[src/rtl/keypad_pkg.sv]
// Shared constants, state/result encodings and the frame classifier for the
// matrix keypad front end.
package keypad_pkg;

  localparam int NROWS = 4;
  localparam int NCOLS = 4;

  // Indexed by row*NCOLS + col.
  localparam logic [3:0] KEY_MAP [NROWS*NCOLS] = '{
    4'h1, 4'h2, 4'h3, 4'hA,
    4'h4, 4'h5, 4'h6, 4'hB,
    4'h7, 4'h8, 4'h9, 4'hC,
    4'hE, 4'h0, 4'hF, 4'hD
  };

  typedef enum logic [1:0] {ST_IDLE, ST_CAND, ST_HELD} state_t;
  typedef enum logic [1:0] {FR_NONE, FR_KEY, FR_GHOST} frame_res_t;

  typedef struct packed {
    frame_res_t res;
    logic [3:0] code;
  } frame_t;

  // code is only meaningful when exactly one intersection is active.
  function automatic frame_t classify(input logic [NROWS*NCOLS-1:0] hits);
    frame_t f;
    int n;
    n = 0;
    f.code = 4'h0;
    for (int i = 0; i < NROWS*NCOLS; i++) begin
      if (hits[i]) begin
        n++;
        f.code = KEY_MAP[i];
      end
    end
    f.res = (n == 0) ? FR_NONE : ((n == 1) ? FR_KEY : FR_GHOST);
    return f;
  endfunction

endpackage

[src/rtl/key_fifo.sv]
// Synchronous key queue with first-word fall-through head register and a
// sticky overflow flag for pushes dropped while full.
module key_fifo #(
  parameter int DEPTH = 4,
  parameter int W     = 4
) (
  input  logic         clk,
  input  logic         rst,
  input  logic         push,
  input  logic [W-1:0] din,
  input  logic         pop,
  output logic [W-1:0] dout,
  output logic         empty,
  output logic         full,
  output logic         overflow
);

  localparam int AW = $clog2(DEPTH);

  logic [W-1:0]  mem [DEPTH];
  logic [AW-1:0] rd_ptr_reg, wr_ptr_reg;
  logic [AW:0]   count_reg, count_next;
  logic [W-1:0]  dout_reg;
  logic          empty_reg, full_reg, overflow_reg;
  logic          pop_ok, push_ok;

  // A pop frees a slot in the same cycle, so a push alongside it is accepted.
  assign pop_ok  = pop && !empty_reg;
  assign push_ok = push && (!full_reg || pop_ok);

  always_comb begin
    count_next = count_reg;
    if (push_ok && !pop_ok)
      count_next = count_reg + (AW+1)'(1);
    else if (!push_ok && pop_ok)
      count_next = count_reg - (AW+1)'(1);
  end

  always_ff @(posedge clk) begin
    if (push_ok)
      mem[wr_ptr_reg] <= din;
  end

  always_ff @(posedge clk) begin
    if (rst) begin
      rd_ptr_reg   <= '0;
      wr_ptr_reg   <= '0;
      count_reg    <= '0;
      dout_reg     <= '0;
      empty_reg    <= 1'b1;
      full_reg     <= 1'b0;
      overflow_reg <= 1'b0;
    end else begin
      count_reg <= count_next;
      empty_reg <= (count_next == '0);
      full_reg  <= (count_next == (AW+1)'(DEPTH));
      if (push_ok)
        wr_ptr_reg <= wr_ptr_reg + AW'(1);
      if (pop_ok) begin
        rd_ptr_reg   <= rd_ptr_reg + AW'(1);
        overflow_reg <= 1'b0;
        if (count_reg > (AW+1)'(1))
          dout_reg <= mem[rd_ptr_reg + AW'(1)];
        else if (push_ok)
          dout_reg <= din;
      end else begin
        if (push_ok && empty_reg)
          dout_reg <= din;
        if (push && full_reg)
          overflow_reg <= 1'b1;
      end
    end
  end

  assign dout     = dout_reg;
  assign empty    = empty_reg;
  assign full     = full_reg;
  assign overflow = overflow_reg;

endmodule

[src/rtl/keypad_scanner.sv]
// 4x4 keypad scanner: row synchroniser, column scan, frame collection,
// frame-level debounce and a key FIFO for the CPU read path.
module keypad_scanner
  import keypad_pkg::*;
#(
  parameter int SCAN_DIV   = 4,
  parameter int DEBOUNCE   = 3,
  parameter int FIFO_DEPTH = 4
) (
  input  logic       clk,
  input  logic       rst,
  input  logic [3:0] rows,
  output logic [3:0] cols,
  input  logic       key_rd,
  output logic [3:0] key_code,
  output logic       key_empty,
  output logic       key_full,
  output logic       key_overflow
);

  localparam int DIV_W = $clog2(SCAN_DIV);
  localparam int CNT_W = $clog2(DEBOUNCE + 1);

  logic [3:0]             rows_s1_reg, rows_s2_reg;
  logic [DIV_W-1:0]       div_cnt_reg;
  logic [1:0]             col_idx_reg, col_next;
  logic [3:0]             cols_reg;
  logic [NROWS*NCOLS-1:0] hits_reg, frame_hits;
  logic [NROWS-1:0]       col_hits;
  logic                   dwell_end, frame_end;
  frame_t                 fr;

  state_t                 state_reg;
  logic [3:0]             key_reg;
  logic [CNT_W-1:0]       cnt_reg;
  logic                   push_reg;

  for (genvar gi = 0; gi < NROWS; gi++) begin : g_row_hit
    assign col_hits[gi] = ~rows_s2_reg[gi];
  end

  assign col_next  = col_idx_reg + 2'd1;
  assign dwell_end = (div_cnt_reg == DIV_W'(SCAN_DIV - 1));
  assign frame_end = dwell_end && (col_idx_reg == 2'd3);

  // Splice the column being sampled now into the frame, so the last
  // column is visible to the frame-end evaluation in the same cycle.
  always_comb begin
    frame_hits = hits_reg;
    for (int r = 0; r < NROWS; r++)
      frame_hits[r*NCOLS + int'(col_idx_reg)] = col_hits[r];
  end

  assign fr = classify(frame_hits);

  always_ff @(posedge clk) begin
    if (rst) begin
      rows_s1_reg <= 4'hF;
      rows_s2_reg <= 4'hF;
      div_cnt_reg <= '0;
      col_idx_reg <= '0;
      cols_reg    <= 4'b1110;
      hits_reg    <= '0;
    end else begin
      rows_s1_reg <= rows;
      rows_s2_reg <= rows_s1_reg;
      if (dwell_end) begin
        div_cnt_reg <= '0;
        col_idx_reg <= col_next;
        cols_reg    <= ~(4'b0001 << col_next);
        hits_reg    <= frame_hits;
      end else begin
        div_cnt_reg <= div_cnt_reg + DIV_W'(1);
      end
    end
  end

  always_ff @(posedge clk) begin
    if (rst) begin
      state_reg <= ST_IDLE;
      key_reg   <= '0;
      cnt_reg   <= '0;
      push_reg  <= 1'b0;
    end else begin
      push_reg <= 1'b0;
      if (frame_end) begin
        case (state_reg)
          ST_IDLE, ST_CAND: begin
            if (fr.res != FR_KEY) begin
              state_reg <= ST_IDLE;
              cnt_reg   <= '0;
            end else if (state_reg == ST_CAND && fr.code == key_reg &&
                         cnt_reg != CNT_W'(DEBOUNCE - 1)) begin
              cnt_reg <= cnt_reg + CNT_W'(1);
            end else if (state_reg == ST_CAND && fr.code == key_reg) begin
              push_reg  <= 1'b1;
              state_reg <= ST_HELD;
              cnt_reg   <= '0;
            end else if (DEBOUNCE == 1) begin
              key_reg   <= fr.code;
              push_reg  <= 1'b1;
              state_reg <= ST_HELD;
              cnt_reg   <= '0;
            end else begin
              key_reg   <= fr.code;
              state_reg <= ST_CAND;
              cnt_reg   <= CNT_W'(1);
            end
          end
          ST_HELD: begin
            if (fr.res == FR_KEY && fr.code == key_reg) begin
              cnt_reg <= '0;
            end else if (cnt_reg == CNT_W'(DEBOUNCE - 1)) begin
              state_reg <= ST_IDLE;
              cnt_reg   <= '0;
            end else begin
              cnt_reg <= cnt_reg + CNT_W'(1);
            end
          end
          default: begin
            state_reg <= ST_IDLE;
            cnt_reg   <= '0;
          end
        endcase
      end
    end
  end

  key_fifo #(
    .DEPTH (FIFO_DEPTH),
    .W     (4)
  ) u_fifo (
    .clk      (clk),
    .rst      (rst),
    .push     (push_reg),
    .din      (key_reg),
    .pop      (key_rd),
    .dout     (key_code),
    .empty    (key_empty),
    .full     (key_full),
    .overflow (key_overflow)
  );

  assign cols = cols_reg;

endmodule

[config.mk]
export PLATFORM = sky130hd
export DESIGN_NAME = keypad_scanner
export DESIGN_NICKNAME = d
export VERILOG_FILES = /design/src/rtl/keypad_pkg.sv /design/src/rtl/key_fifo.sv /design/src/rtl/keypad_scanner.sv
export SDC_FILE = /design/constraint.sdc
export NUM_CORES = 1
export LEC_CHECK = 0
export CAP_MARGIN = 30
export CORE_ASPECT_RATIO = 0.8
export CORE_MARGIN = 1.5
export CORE_UTILIZATION = 45
export CTS_BUF_LIST = sky130_fd_sc_hd__clkbuf_4 sky130_fd_sc_hd__clkbuf_8 sky130_fd_sc_hd__clkbuf_16
export CTS_CLUSTER_SIZE = 40
export DETAILED_ROUTE_END_ITERATION = 12
export HOLD_SLACK_MARGIN = 0.08
export MAX_ROUTING_LAYER = met4
export SLEW_MARGIN = 30
export SYNTH_ARGS = -nofsm -noshare
export SYNTH_HDL_FRONTEND = slang
export SYNTH_SLANG_ARGS = --single-unit
[constraint.sdc]
create_clock -name clk -period 11.5 [get_ports clk]
set_input_delay 1.725 -clock clk [delete_from_list [all_inputs] [get_ports clk]]
set_output_delay 1.725 -clock clk [all_outputs]
set_load 0.005 [all_outputs]
Word level (Yosys, flattened, before mapping)
Memories as Yosys holds them, arrays and structs flattened.
Index checks and enable logic that the tools add are counted.
{"block": "op_classes", "eq_ne": 15, "n_addsub": 25, "shift": 1, "bitwise_logic": 10, "n_lt_le_gt_ge": 9, "n_mux": 67, "reduce_logical": 30}
{"operator": "$add A32 B2 Y32 const B", "n": 15}
{"operator": "$mux W32", "n": 15}
{"operator": "$mux W4", "n": 19}
{"operator": "$bwmux W16", "n": 4}
{"operator": "$eq A32 B2 Y1 const B", "n": 1}
{"operator": "$logic_not A32 Y1", "n": 1}
{"operator": "$mux W2", "n": 11}
{"operator": "$logic_and A1 B1 Y1", "n": 14}
{"operator": "$demux W1 S4", "n": 3}
{"operator": "$add A2 B1 Y2 const B", "n": 5}
{"operator": "$add A4 B2 Y5 const A", "n": 2}
{"operator": "$ge A5 B1 Y1 const B", "n": 2}
{"operator": "$lt A5 B5 Y1 const B", "n": 2}
{"operator": "$mux W1", "n": 10}
{"operator": "$not A1 Y1", "n": 9}
{"operator": "$eq A2 B2 Y1 const B", "n": 4}
{"operator": "$pmux W2 S2", "n": 2}
{"operator": "$mux W3", "n": 2}
{"operator": "$ne A2 B2 Y1 const B", "n": 3}
{"operator": "$ne A3 B3 Y1 const B", "n": 2}
{"operator": "$reduce_or A2 Y1", "n": 3}
{"operator": "$lt A2 B5 Y1 const B", "n": 1}
{"operator": "$lt A4 B5 Y1 const B", "n": 1}
{"operator": "$reduce_and A5 Y1", "n": 1}
{"operator": "21 further kinds", "n": 25}
{"block": "word_totals", "ramBits": 16, "n_memories": 1, "elab_cells": 175, "output_inout_bits": 11, "ff_bits": 55, "input_bits": 7}
{"name": "u_fifo.mem", "depth": 4, "width": 4, "rd": 1, "rd_ports_with_merged_regs": 0, "wr": 1, "line": "key_fifo.sv:20", "text": "logic [W-1:0] mem [DEPTH];"}

Logic depth before layout (Yosys ltp)
Gate-level depths: netlist (run 1).
{"block": "logic_depth", "depth_word": 46, "mapped_depth": 55, "mapped_depth_nobuf": 53}

Cells and area by module
From an unflattened synthesis (run 1), not the netlist that was laid out.
{"block": "hier_totals", "cells_unflattened": 614, "hier_area_um2": 5386.4}
{"module": "keypad_scanner", "cells_per_inst": 513, "seq_area_each_um2": 820.8, "area_each_um2": 4015.1, "n_inst": 1}
{"module": "key_fifo", "cells_per_inst": 101, "seq_area_each_um2": 760.7, "area_each_um2": 1371.3, "n_inst": 1}

Worst setup path before layout (run 1)
Ideal clock, no wire load.
{"block": "synth_path", "path_kind": "flip-flop to flip-flop", "from": "reg col_idx_reg[0]", "to": "reg key_reg[0]", "path_buffers": 2, "arrival_time_ns": 9.725, "required_time_ns": 11.414, "setup_slack_ns": 1.689, "setup_ns": 0.086, "synth_period_minus_slack_ns": 9.811, "stages_incl_launch_ff": 54, "path_cell_list": "dfxtp_1 -> ha_1 -> clkbuf_1 -> nor2_1 -> a21oi_1 -> inv_1 -> ha_1 -> xnor2_1 -> ha_1 -> nand3_1 -> o31ai_4 -> ha_1 -> mux2_2 -> ha_1 -> a21boi_0 -> a31o_2 -> a21oi_2 -> inv_1 -> [... 18 more ...] -> o21ai_0 -> o21ai_0 -> ha_1 -> nand2_1 -> o221ai_1 -> ha_1 -> mux2i_1 -> inv_1 -> ha_1 -> nand2_1 -> o21ai_0 -> ha_1 -> nor3b_1 -> a22o_1 -> o211a_1 -> buf_2 -> a31oi_1 -> a211oi_1"}
{"block": "synth_via", "elab_cells_between_ends": 88, "cone_classes": "18 x add/sub; 8 x order compare; 4 x eq/ne; 46 x mux; 3 x bitwise; 9 x reduce/logical"}
{"element": "start, declared", "line": "keypad_scanner.sv:26", "text": "logic [1:0] col_idx_reg, col_next;"}
{"element": "start signal, assigned", "line": "keypad_scanner.sv:69", "text": "col_idx_reg <= col_next;"}
{"element": "$add A3 B2 Y4, or another cell as far along", "line": "keypad_scanner.sv:51", "text": "frame_hits[r*NCOLS + int'(col_idx_reg)] = col_hits[r];"}
{"element": "$lt A4 B5 Y1 (implied by the code), or another cell as far along", "line": "keypad_scanner.sv:51"}
{"element": "$logic_and A1 B1 Y1 (implied by the code) or $mux W1 (tied branches)", "line": "keypad_scanner.sv:51"}
{"element": "$mux W1 (implied by the code) or $demux W1 S2 (tied branches)", "line": "keypad_scanner.sv:51"}
{"element": "$demux W1 S4 or $bwmux W16 (tied branches)", "line": "keypad_scanner.sv:51"}
{"element": "$bwmux W16 (2 in a row)", "line": "keypad_scanner.sv:51"}
{"element": "$bwmux W16 *", "line": "keypad_scanner.sv:51"}
{"element": "named net frame_hits[1]", "line": "keypad_scanner.sv:28", "text": "logic [NROWS*NCOLS-1:0] hits_reg, frame_hits;"}
{"element": "[... 26 more ...]"}
{"element": "$mux W32", "line": "keypad_pkg.sv:31", "text": "if (hits[i]) begin"}
{"element": "$add A32 B2 Y32", "line": "keypad_pkg.sv:32", "text": "n++;"}
{"element": "$mux W32", "line": "keypad_pkg.sv:31"}
{"element": "$eq A32 B2 Y1", "line": "keypad_pkg.sv:36", "text": "f.res = (n == 0) ? FR_NONE : ((n == 1) ? FR_KEY : FR_GHOST);"}
{"element": "$mux W2 (2 in a row)", "line": "keypad_pkg.sv:36"}
{"element": "$ne A2 B1 Y1", "line": "keypad_scanner.sv:89", "text": "if (fr.res != FR_KEY) begin"}
{"element": "$not A1 Y1 (no source line)"}
{"element": "$reduce_and A5 Y1 (no source line)"}
{"element": "end signal, assigned", "line": "keypad_scanner.sv:100", "text": "key_reg <= fr.code;"}
{"element": "end signal, assigned", "line": "keypad_scanner.sv:105", "text": "key_reg <= fr.code;"}
{"element": "end, declared", "line": "keypad_scanner.sv:34", "text": "logic [3:0] key_reg;"}
The timed path passes the listed nets; every way through them passes the cells marked *.
A chain may end at the register's enable or synchronous reset.

Worst setup path after layout (run 1)
{"block": "layout_path", "from": "reg col_idx_reg[0]", "to": "reg state_reg[1]"}
{"block": "layout_via", "elab_chain_cells": 46, "elab_cells_between_ends": 93, "cone_classes": "18 x add/sub; 8 x order compare; 7 x eq/ne; 50 x mux; 10 x reduce/logical"}
{"element": "$add A3 B2 Y4, or another cell as far along", "line": "keypad_scanner.sv:51"}
{"element": "$lt A4 B5 Y1 (implied by the code), or another cell as far along", "line": "keypad_scanner.sv:51"}
{"element": "$logic_and A1 B1 Y1 (implied by the code) or $mux W1 (tied branches)", "line": "keypad_scanner.sv:51"}
{"element": "$mux W1 (implied by the code) or $demux W1 S2 (tied branches)", "line": "keypad_scanner.sv:51"}
{"element": "$demux W1 S4 or $bwmux W16 (tied branches)", "line": "keypad_scanner.sv:51"}
{"element": "$bwmux W16 (2 in a row)", "line": "keypad_scanner.sv:51"}
{"element": "$bwmux W16 *", "line": "keypad_scanner.sv:51"}
{"element": "named net frame_hits[0]", "line": "keypad_scanner.sv:28"}
{"element": "[... 29 more ...]"}
{"element": "$add A32 B2 Y32", "line": "keypad_pkg.sv:32"}
{"element": "$mux W32", "line": "keypad_pkg.sv:31"}
{"element": "$eq A32 B2 Y1", "line": "keypad_pkg.sv:36"}
{"element": "$mux W2 (2 in a row)", "line": "keypad_pkg.sv:36"}
{"element": "$eq A2 B1 Y1", "line": "keypad_scanner.sv:111", "text": "if (fr.res == FR_KEY && fr.code == key_reg) begin"}
{"element": "$logic_and A1 B1 Y1", "line": "keypad_scanner.sv:111"}
{"element": "$ne A2 B2 Y1 (no source line)"}
{"element": "$reduce_and A4 Y1 (no source line)"}
{"element": "end signal, assigned", "line": "keypad_scanner.sv:106", "text": "state_reg <= ST_CAND;"}
{"element": "end signal, assigned", "line": "keypad_scanner.sv:114", "text": "state_reg <= ST_IDLE;"}
{"element": "end signal, assigned", "line": "keypad_scanner.sv:121", "text": "state_reg <= ST_IDLE;"}
{"element": "end, declared", "line": "keypad_scanner.sv:33", "text": "state_t state_reg;"}
The timed path passes the listed nets; every way through them passes the cells marked *. The select of a mux whose other input is x is not followed.

==> results.toml, run 1 <==
[synthesis]
syn_avg_cell_area_um2 = 8.85
ys_ff_latch = 71
synth_fp_nets = 636
synth-edff-count = 16
synth.area.top_cells = "dfxtp_1 21%, edfxtp_1 9.1%, ha_1 7.3%"
yosysWarnings = 0
synth_seq_area_share_pct = 29.9
netlist_instances = 598
synth_top_flop_cell = "dfxtp_1"
yosys.cell_types.count = 79
synth_top_area_cell = "dfxtp_1"
synthArstFlopShare_pct = 0
synth_top_area_share_pct = 20.8
synth_area_um2 = 5290

[power_and_ir_drop]
power.density_nw_per_um2 = 126
clkPwrFrac_pct = 38.6
power.switching_mw = 0.219
combPwrFrac_pct = 23.9
seqPwrFrac_pct = 37.5
p_leak_nw = 2.26
switching_share_pct = 29.8
ir_drop_mv = 0.110
p_int_mw = 0.517

[setup_path]
crit_type = "flop to flop"
cp-start-kind = "flop"
arrival_ns = 10.81
cp.required_ns = 11.76
path_max_fanout = 12
slowest_delay_ns = 0.37
cp_common_cell = "ha_1"
critPathSlowestCell = "dfxtp_1"
startpoint = "col_idx_reg[0]"
reg2reg_from = "col_idx_reg[0]"
end_kind = "flop"

[clocking]
htree_levels = 3
clockBufferDepth = 2
clock-sinks = 71
cts_tree = "done"
cts_setup_buffers = 0
cts_made_buffers = 9
hold_buffers = 0
cts.reportedPaths.clkPinSlew_ns = 0.06
ctsResizeCount = 0
insertion_delay_ns = 0.33
cts-root-buf = "clkbuf_16"

[routing]
wl_met1_um = 6320
met3_length_um = 415
first_pass_iters = 4
top_layer_used = "met4"
antenna_left = 0
wl_met2_um = 5150
totalWireLength_um = 11900
num_vias = 4248
drt_drc_violations_left = 0
viasPerCell = 5.64
wire_per_inst_um = 15.9
drt_iter0_markers = 282

[finish]
syn2layout_area_growth_pct = 10.7
fin_nets = 638
antennaDiodeCount = 0
final_cell_mix = "69 x nor2_1, 55 x dfxtp_1, 52 x nand2_1, 29 x xnor2_1, 29 x ha_1"
layout_commonest_cell = "nor2_1"
drive_above_1_share_pct = 10.9
final_util_pct = 51.1
stdcell_area_um2 = 5860

[global_routing]
grt_pass1_wl_um = 20200
grtUsageTotal_pct = 20.3
grt_antenna_before_repair = 0
grt_start_max_net_pins = 54
grt_overflow_total = 0
grt_pass1_vias = 4122

[die]
fp.coreArea_um2 = 11500
rows = 35
start_util_pct = 46.1
die_area_um2 = 12400
dieHeight_um = 100
die_w_um = 124
ioPinCount = 18

[placed_design]
gp_congestion = 0.808
port_buffers = 17
dp_hpwl_um = 8820
place_area_um2 = 5520

[timing]
fmax_ghz = 0.0948
timing.final.crit_share_pct = 91.7
rsz0062_at_grt = "false"
min_period_ns = 10.55
setup_tns_ns = 0
finClkSkew_ns = 0.00650
final_hold_viol_count = 0
worst_pin_slew_ns = 0.906
timing.hold.ws_ns = 0.412
slew_viol_final = 0
slew_headroom_pct = 39.0
setup-violations-final = 0

[hold_path]
hold_path.class = "flop to flop"
hp-start = "rows_s1_reg[3]"

[flow_run]
maxCapViolCount = 0

[status]
outcome = "finished, final reports clean"
## final timing paths
path	end	slack, ns	cells after the start
max	state_reg[1]	0.95	52
min	rows_s2_reg[3]	0.41	1
max reg2reg	state_reg[1]	0.95	52
min reg2reg	rows_s2_reg[3]	0.41	1
## power groups by stage
stage / registers [mW] / logic [mW] / clock network, mW
2_1_floorplan: 0.278 / 0.135 / 0
3_3_place_gp: 0.281 / 0.167 / 0
3_5_place_dp: 0.281 / 0.171 / 0
4_1_cts: 0.276 / 0.173 / 0.290
5_1_grt: 0.278 / 0.199 / 0.302
6_report: 0.276 / 0.176 / 0.285
## cell usage after synthesis (3+ instances only)
| cell type | number |
|---|---|
| a211oi_1 | 11 |
| a21boi_0 | 3 |
| a21o_1 | 4 |
| a21oi_1 | 28 |
| a31oi_1 | 9 |
| and2_1 | 17 |
| and3_1 | 6 |
| buf_1 | 3 |
| buf_2 | 5 |
| buf_6 | 4 |
| clkbuf_1 | 16 |
| dfxtp_1 | 55 |
| edfxtp_1 | 16 |
| ha_1 | 31 |
| inv_1 | 21 |
| mux2i_1 | 24 |
| mux4_2 | 4 |
| nand2_1 | 52 |
| nand2b_1 | 12 |
| nand3_1 | 12 |
| nand4_1 | 4 |
| nor2_1 | 69 |
| nor2b_1 | 4 |
| nor3_1 | 13 |
| nor3b_1 | 6 |
| nor4_1 | 7 |
| o211a_1 | 3 |
| o211ai_1 | 5 |
| o21a_1 | 3 |
| o21ai_0 | 17 |
| o21ai_1 | 3 |
| o221ai_1 | 3 |
| o22ai_1 | 4 |
| o31ai_1 | 6 |
| or2_2 | 11 |
| xnor2_1 | 29 |
| xnor2_2 | 3 |
| xnor3_1 | 6 |
| xor2_1 | 13 |
## per-layer routing
layer | up-vias | GRT usage, %
li1 | 2143 | -
met1 | 2024 | 29.2
met2 | 75 | 30.5
met3 | 6 | 3.68
met4 | 0 | 3.36
met5 | - | -
## kinds of logic (layout without fill, tap and decap cells)
group           after synthesis  count (layout)  synth area share (%)
simple gates                226             226                  21.1
compound gates              129             129                  17.0
flops                        71              71                  29.9
xor+xnor                     57              57                  12.9
buf+inv                      50              57                  4.23
fa+ha+maj                    33              33                  7.71
mux                          32              32                  7.23
## through the flow
step	setup WS, ns	power (mW)	instances
4_1_cts	0.452	0.738	753
6_report	0.949	0.737	753
5_1_grt	0.0131	0.779	753
3_3_place_gp	0.966	0.448	737
3_5_place_dp	0.511	0.452	737
2_1_floorplan	1.69	0.413	598
## critical path: cells and delay by family (launching register included)
family / cells / cell delay, ns
DFF: 1 / 0.37
muxes: 3 / 0.62
AOI/OAI and AO/OA: 18 / 3.12
buffers and inverters: 5 / 0.44
and+or+nand+nor: 10 / 1.14
adders and majority gates: 15 / 4.60
xor gates and xnor gates: 1 / 0.15
## layout make-up
type                    instances  area [µm²]
multi-input cells             477        3520
clock buffers                  10         239
flip-flops and latches         71        1580
inverters                      22        82.6
fillers                      1081        5610
well taps                     148         185
clock inverters                 6        67.6
repair buffers                 19         183
Power figures use the tool's default switching activity.
==> run 2, diff against run 1 <==
--- a/config.mk
+++ b/config.mk
@@ -8,12 +8,11 @@
 export CAP_MARGIN = 30
 export CORE_ASPECT_RATIO = 0.8
 export CORE_MARGIN = 1.5
-export CORE_UTILIZATION = 45
+export CORE_UTILIZATION = 44
 export CTS_BUF_LIST = sky130_fd_sc_hd__clkbuf_4 sky130_fd_sc_hd__clkbuf_8 sky130_fd_sc_hd__clkbuf_16
 export CTS_CLUSTER_SIZE = 40
 export DETAILED_ROUTE_END_ITERATION = 12
 export HOLD_SLACK_MARGIN = 0.08
-export MAX_ROUTING_LAYER = met4
 export SLEW_MARGIN = 30
 export SYNTH_ARGS = -nofsm -noshare
 export SYNTH_HDL_FRONTEND = slang
==> results.toml, run 2 (same netlist as run 1, synthesis figures left out) <==
[status]
outcome = "finished, final reports clean"

[routing]
viasPerCell = 5.64
first_pass_iters = 5
totalWireLength_um = 11700
num_vias = 4243
drt_iter0_markers = 222
antenna_left = 0
wire_per_inst_um = 15.5
drt_drc_violations_left = 0

[hold_path]
hold_path.class = "flop to flop"

[timing]
setup-violations-final = 0
finClkSkew_ns = 0.00724
fmax_ghz = 0.0936
timing.final.crit_share_pct = 92.9
fin_ws_ns = 0.815
final_hold_viol_count = 0
rsz0062_at_grt = "false"
worst_pin_slew_ns = 0.906
setup_tns_ns = 0
min_period_ns = 10.69
slew_viol_final = 0
slew_headroom_pct = 39.1

[setup_path]
reg2regPathDepth = 52
slowest_delay_ns = 0.36
crit_type = "flop to flop"
arrival_ns = 10.87
r2r-end = "key_reg[2]"
end_kind = "flop"
reg2reg_slack_ns = 0.81
reg2reg_from = "col_idx_reg[1]"
cp_common_cell = "ha_1"
cp-start-kind = "flop"
crit_path_end = "key_reg[2]"
cp.required_ns = 11.69
startpoint = "col_idx_reg[1]"
path_max_fanout = 16
critPathSlowestCell = "ha_1"

[clocking]
cts-root-buf = "clkbuf_16"
htree_levels = 3
cts_made_buffers = 9
cts.reportedPaths.clkPinSlew_ns = 0.06
clockBufferDepth = 2
clock-sinks = 71
cts_setup_buffers = 0
insertion_delay_ns = 0.33
cts_tree = "done"

[global_routing]
grt_antenna_before_repair = 0
grt.met3_usage_pct = 3.56
grt_overflow_total = 0
use_met1_pct = 26.8
globalRouteMet2Util_pct = 29.6
grtUsageTotal_pct = 18.8
grt_pass1_vias = 4109
top_usage_layer = "met2"
grt_pass1_wl_um = 19600
grt_start_max_net_pins = 54

[die]
ioPinCount = 18
rows = 35
start_util_pct = 45.6
dieHeight_um = 101
die_area_um2 = 12700
die_w_um = 126
fp.coreArea_um2 = 11600

[finish]
antennaDiodeCount = 0
final_cells = 752
fin_nets = 637
fill_cells = 1061
drive_above_1_share_pct = 10.9
final_cell_mix = "69 x nor2_1, 55 x dfxtp_1, 52 x nand2_1, 29 x xnor2_1, 28 x ha_1"
layout_commonest_cell = "nor2_1"
final_util_pct = 50.6
syn2layout_area_growth_pct = 11.0

[placed_design]
post-place-ws_ns = 0.498
port_buffers = 17
dp_hpwl_um = 8650
dp_cells = 736
gp_congestion = 0.822

[power_and_ir_drop]
ir_drop_mv = 0.112
power_mw = 0.740
p_leak_nw = 2.26
power.density_nw_per_um2 = 126

[flow_run]
maxCapViolCount = 0
-- run 2: changes by cell type in the layout (fill, tap and decap cells not counted), sizes merged --
cell and change:
buf -1, clkinv -2, clkbuf +2
-- run 2: worst max-delay path, delay by kind of cell (launching register included) --
family	cells	cell delay (ns)
AO/OA/AOI/OAI	16	3.03
XOR/XNOR	1	0.16
adder cells (fa/ha/maj)	15	4.53
buffers and inverters	6	0.58
flip-flops	1	0.34
multiplexers	3	0.61
AND/OR/NAND/NOR	11	1.31
-- run 2: cell type report --
class | count | area, µm² | area share, %
Clock buffer | 12 | 267 | 4.54
Clock inverter | 4 | 50.0 | 0.852
Inverter | 22 | 82.6 | 1.41
Multi-Input combinational cell | 477 | 3530 | 60.1
Sequential cell | 71 | 1580 | 26.9
Tap cell | 148 | 185 | 3.15
Timing Repair Buffer | 18 | 175 | 2.98
-- run 2: how the worst min path moves through the flow --
stage	slack (ns)	startpoint	to	cells past startpoint
final	0.41	rows_s1_reg[3]	rows_s2_reg[3]	1
after global routing	0.41	rows_s1_reg[3]	rows_s2_reg[3]	1
after CTS	0.41	rows_s1_reg[3]	rows_s2_reg[3]	1
after floorplan	0.39	rows_s1_reg[0]	rows_s2_reg[0]	1
after global placement	0.39	rows_s1_reg[0]	rows_s2_reg[0]	1
after detailed placement	0.39	rows_s1_reg[3]	rows_s2_reg[3]	1
-- run 2: timing repair --
action                     4_1_cts  5_1_grt
gates resized for setup          0        9
setup endpoints to repair        0        9
hold buffers                     0        0
-- run 2: layer usage --
layer	share of wire [%]	vias up
li1	-	2150
met1	53	2008
met2	43	74
met3	3.4	11
met4	0.74	0
met5	0	-
-- run 2: power breakdown --
group / switching [mW] / leakage, nW / internal [mW]
combinational: 0.0987 / 1.51 / 0.0777
sequential: 0.0116 / 0.595 / 0.265
clock: 0.101 / 0.160 / 0.186
-- run 2: per-stage QoR --
step                      area, µm²  hold slack (ns)
after floorplan                5290            0.389
after global placement         5510            0.395
after detailed placement       5510            0.395
after CTS                      5830            0.407
after global routing           5870            0.411
final                          5870            0.406
